--- src/rtl/tpu_seq_ctrl.sv ---
// Sequencer for one systolic-array job.
// Flow: pop a weight row, load it into the PE array, stream the input-vector
// read addresses, flush the array pipeline, then pulse end_.
//
// state   | meaning
// --------+---------------------------------------------------------------
// IDLE    | waiting for start; base/count latched on acceptance
// FETCH_W | pop one weight row as soon as the FIFO is non-empty
// LOAD_W  | one cycle: write the popped row into the PE array
// STREAM  | one SRAM read address per cycle, idx = 0 .. num_vectors-1
// DRAIN   | DRAIN_CYCLES quiet cycles to flush the array pipeline
// DONE    | one cycle: end_ pulse
module tpu_seq_ctrl #(
  parameter int ADDRESSSIZE  = 10,
  parameter int MATRIX_SIZE  = 8,
  parameter int NUM_PE_ROWS  = 8,
  parameter int DRAIN_CYCLES = MATRIX_SIZE + NUM_PE_ROWS - 1
) (
  input  logic                   clk,
  input  logic                   rstn,
  input  logic                   start,
  input  logic                   abort,
  input  logic [ADDRESSSIZE-1:0] base_addr,
  input  logic [ADDRESSSIZE:0]   num_vectors,
  input  logic                   fifo_empty,
  output logic                   fifo_read_enable,
  output logic                   we_rl,
  output logic                   valid_address,
  output logic [ADDRESSSIZE-1:0] sram_address,
  output logic                   busy,
  output logic                   end_
);

  // Drain timer is a down-counter preloaded with DRAIN_CYCLES-1; terminal count 0.
  localparam int DCW = (DRAIN_CYCLES < 2) ? 1 : $clog2(DRAIN_CYCLES);

  typedef enum logic [2:0] {
    IDLE    = 3'd0,
    FETCH_W = 3'd1,
    LOAD_W  = 3'd2,
    STREAM  = 3'd3,
    DRAIN   = 3'd4,
    DONE    = 3'd5
  } state_t;

  state_t                 state, state_nxt;
  logic [ADDRESSSIZE-1:0] base_q;
  logic [ADDRESSSIZE:0]   nv_q;
  logic [ADDRESSSIZE:0]   idx;
  logic [DCW-1:0]         drain_cnt;
  logic                   accept;
  logic                   last_vec;

  // Abort in IDLE is ignored, but it still blocks a start in the same cycle.
  assign accept   = (state == IDLE) && start && !abort;
  assign last_vec = (idx == (nv_q - (ADDRESSSIZE+1)'(1)));

  // State register.
  always_ff @(posedge clk or negedge rstn) begin
    if (!rstn) state <= IDLE;
    else       state <= state_nxt;
  end

  // Job fields, vector index and drain timer.
  always_ff @(posedge clk or negedge rstn) begin
    if (!rstn) begin
      base_q    <= '0;
      nv_q      <= '0;
      idx       <= '0;
      drain_cnt <= '0;
    end else begin
      if (accept) begin
        base_q <= base_addr;
        nv_q   <= num_vectors;
      end
      if (state == STREAM) idx <= idx + (ADDRESSSIZE+1)'(1);
      else                 idx <= '0;
      if (state == DRAIN) drain_cnt <= drain_cnt - DCW'(1);
      else                drain_cnt <= DCW'(DRAIN_CYCLES - 1);
    end
  end

  // Next-state logic; abort overrides every transition out of a busy state.
  always_comb begin
    state_nxt = state;
    case (state)
      IDLE:    if (accept) state_nxt = FETCH_W;
      FETCH_W: if (!fifo_empty) state_nxt = LOAD_W;
      LOAD_W:  state_nxt = (nv_q == '0) ? DONE : STREAM;
      STREAM:  if (last_vec) state_nxt = DRAIN;
      DRAIN:   if (drain_cnt == '0) state_nxt = DONE;
      DONE:    state_nxt = IDLE;
      default: state_nxt = IDLE;
    endcase
    if (abort && (state != IDLE)) state_nxt = IDLE;
  end

  // Output decode; the address bus is held at zero whenever it is not live.
  always_comb begin
    fifo_read_enable = 1'b0;
    we_rl            = 1'b0;
    valid_address    = 1'b0;
    sram_address     = '0;
    end_             = 1'b0;
    busy             = (state != IDLE);
    case (state)
      FETCH_W: fifo_read_enable = !fifo_empty;
      LOAD_W:  we_rl = 1'b1;
      STREAM: begin
        valid_address = 1'b1;
        sram_address  = base_q + idx[ADDRESSSIZE-1:0];
      end
      DONE:    end_ = 1'b1;
      default: ;
    endcase
  end

endmodule

--- config.mk ---
export PLATFORM = sky130hd
export DESIGN_NAME = tpu_seq_ctrl
export DESIGN_NICKNAME = d
export VERILOG_FILES = /design/src/rtl/tpu_seq_ctrl.sv
export SDC_FILE = /design/constraint.sdc
export NUM_CORES = 1
export LEC_CHECK = 0
export ABC_AREA = 1
export CAP_MARGIN = 5
export CORE_MARGIN = 2
export CORE_UTILIZATION = 40
export DETAILED_ROUTE_END_ITERATION = 8
export REMOVE_ABC_BUFFERS = 1
export SLEW_MARGIN = 20
export SYNTH_ARGS = -nofsm -noshare
export SYNTH_HDL_FRONTEND = slang
export SYNTH_SLANG_ARGS = --single-unit
--- constraint.sdc ---
create_clock -name clk -period 2.9 [get_ports clk]
set_input_delay 0.58 -clock clk [delete_from_list [all_inputs] [get_ports clk]]
set_output_delay 0.58 -clock clk [all_outputs]
set_load 0.005 [all_outputs]
==> flow_summary_export.csv, run 1 <==
group,metric,value,unit
status,status,"finished clean",
synthesis,ys_seq_area_share,37.8,%
global_route,grt_use_total,17.7,%
die,num_rows,29,
die,die-area,7110,sq um
clocking,cts_sinks,39,
clocking,cts_tree,"done",
sta,fmax,354,MHz
worst_setup_path,worstPathArrival,2.25,ns
worst_setup_path,worstPathCellList,"ha_2, fa_2, nand3_2, nand2_2, nand2_2, nand2_2, a21oi_2, nor2_1, o21ai_1, nand2_1, o21ai_2, a21oi_2, clkbuf_2",
place,place_hpwl,4420,microns
worst_setup_path,end_kind,"output port",
worst_setup_path,cpMaxStageDelayCell,"dfrtp_1",
sta,setup_viol,0,
clocking,cts_buffers,5,
die,core_area,6280,sq um
place,place.gp.congestion,0.841,
worst_setup_path,critical_path.top_delay_family,"adder cells",
worst_setup_path,crit_path_frequent_cell,"nand2_2",
clocking,clk_latency,0.30,ns
sta,maxSlewViolCount,0,
power,max-vdd-ir-drop,0.000368,V
clocking,clockRootBuffer,"clkbuf_8",
synthesis,netlist_area,2580,sq um
synthesis,synth_seq_cells,39,
power,p_total,2.52,mW
route,routedWlPerCell,12.4,microns
sta,period_needed,2.83,ns
die,die_x,84.3,microns
worst_setup_path,crit_buf_inv,1,
synthesis,synth_edf_count,0,
worst_setup_path,worstPathMaxFanout,3,
route,vias,2416,
route,drt-initial-drc-count,78,
worst_setup_path,r2r_setup_slack,0.81,ns
clocking,clkTransAtPathRegs,0.09,ns
sta,fin_crit_sh,97.5,%
clocking,clk_path_buf_depth,2,
global_route,antenna_found_initial,0,
global_route,grt_pass1_wl,10200,microns
synthesis,yosys.cell_types.count,32,
clocking,htreeDepth,2,
route,drc,0,
route,antenna_left,0,
sta,hold_viol_final,0,
sta,fin_skew,0.00634,ns
global_route,overflow,0,
worst_setup_path,worstSetupStartpointType,"register",
synthesis,synth-warning-count,0,
sta,rsz0062_at_grt,"true",
cells_and_area,n_antenna_cell,0,
worst_setup_path,crit_required,2.32,ns
synthesis,syn_avg_cell_area,7.48,sq um
cells_and_area,drive_above_1_share,18.1,%
sta,worst_slew_pin_slew,0.895,ns
power,p_leak,1.61,nW
global_route,grt_pass1_vias,2310,
die,io_pins,41,
worst_setup_path,crit_type,"reg2out",
synthesis,synthArstFlopShare,100,%
place,portBuffers,40,
route,wirelength,5970,microns
die,die_h,84.3,microns
route,via_per_inst,5.03,
cells_and_area,nNetsFinal,442,
sta,fin_ws,0.0717,ns
place,post-place-ws,-0.0296,ns
power,powerDensity,745,nW/um^2
worst_setup_path,max_stage_delay,0.39,ns
synthesis,synth_top_flop_cell,"dfrtp_1",
route,dr.pass1.iters,4,
sta,slew_headroom,40.4,%
min_path,hold_class,"in2async",
die,start_util,41.1,%
run,maxCapViolations,0,
cells_and_area,area_delta_synth_final,31.0,%
synthesis,synthCells,345,
global_route,grt_max_degree,40,
stage by stage:
stage                     setup TNS (ns)  std cells  cell area [sq um]  hold slack (ns)  utilization [%]
after floorplan                        0        340               2560            0.284                -
after global placement           -0.0166        471               3160            0.419             50.3
after detailed placement         -0.0296        471               3160            0.421             50.3
after CTS                        -0.0360        479               3330            0.433             53.0
after global routing              -0.184        480               3380            0.464             53.8
final                                  0        480               3380            0.401             53.8
cells by family (layout without fill, tap and decap cells):
logic type	after synthesis	in the layout	share of synthesized area, %
AND/OR/NAND/NOR	160	160	27.3
XOR/XNOR	8	8	2.72
adder cells (fa/ha/maj)	14	14	7.08
flip-flops	39	39	37.8
multiplexers	12	12	5.24
AO/OA/AOI/OAI	53	53	11.3
buffers and inverters	59	117	8.63
layout by cell type (no fill, tap or decap), drive strengths merged, types with 12 or more instances in the layout:
cell type      netlist  routed
nor2                46      46
nand2               66      66
dfrtp               39      39
mux2                12      12
clkdlybuf4s50        0      35
inv                 54      54
a21oi               30      30
ha                  13      13
o21ai               15      15
nand3               25      25
nor3                12      12
buf                  1      16
cells in the mapped netlist, types with 2 or more instances:
cell       n  area [sq um]
or2_2      2          12.5
o21ai_1    2          10.0
nor2_2     6          37.5
inv_2      2          7.51
xnor2_1    2          17.5
nor2_1    40           150
a21oi_1   29           145
nand3_1   25           125
xor2_1     6          52.6
clkbuf_1   4          15.0
inv_1     52           195
mux2_2    12           135
dfrtp_1   39           976
nand2_1   63           236
ha_1      13           163
nand4_1    5          31.3
o21ai_0   13          65.1
nand2_2    3          18.8
a31oi_1    3          18.8
nor3_1    12          60.1
repair_timing:
| action | CTS | global route |
|---|---|---|
| hold buffers | 0 | 0 |
| setup endpoints to repair | 6 | 5 |
| buffers inserted | 0 | 1 |
| resized for setup | 12 | 19 |
| pin swaps | 0 | 7 |
layer usage:
layer / wire length [microns] / GRT usage [%] / share of wire [%]
met5: 0 / 0 / 0
met4: 74 / 5.28 / 1.2
met3: 187 / 3.05 / 3.1
met2: 2880 / 29.9 / 48
met1: 2830 / 23.2 / 47
state kept, by name, indices dropped and copies added (netlist names):
signal and count:
drain_cnt 4, nv_q 11, idx 11, state 3
base_q 10
final cells by class:
cell class / count / area [sq um]
Timing Repair Buffer: 55 / 499
Tap cell: 77 / 96.3
Fill cell: 635 / 2900
Inverter: 54 / 203
Clock inverter: 3 / 67.6
Sequential cell: 39 / 978
Clock buffer: 5 / 68.8
Multi-Input combinational cell: 247 / 1470
worst paths after layout:
kind                              startpoint               to  cells after the start
worst max-delay path               base_q[0]  sram_address[8]                     13
worst min-delay path                    rstn           idx[7]                      1
worst max register to register       nv_q[0]         state[0]                     15
worst min register to register  drain_cnt[0]     drain_cnt[0]                      1
max in group asynchronous               rstn           idx[2]                      1
min in group clk                drain_cnt[0]     drain_cnt[0]                      1
power breakdown:
group          switching [mW]  internal (mW)  leakage, nW  total, mW
Combinational           0.588          0.487         1.07       1.08
Clock                   0.216          0.343       0.0644      0.559
Sequential              0.169          0.714        0.469      0.884
(Power assumes the default switching activity.)
==> run 2, diff against run 1 <==
--- a/config.mk
+++ b/config.mk
@@ -6,7 +6,6 @@
 export NUM_CORES = 1
 export LEC_CHECK = 0
 export ABC_AREA = 1
-export CAP_MARGIN = 5
 export CORE_MARGIN = 2
 export CORE_UTILIZATION = 40
 export DETAILED_ROUTE_END_ITERATION = 8
==> results of run 2 <==
Final layout, timing and power as in run 1 (identical DEF).
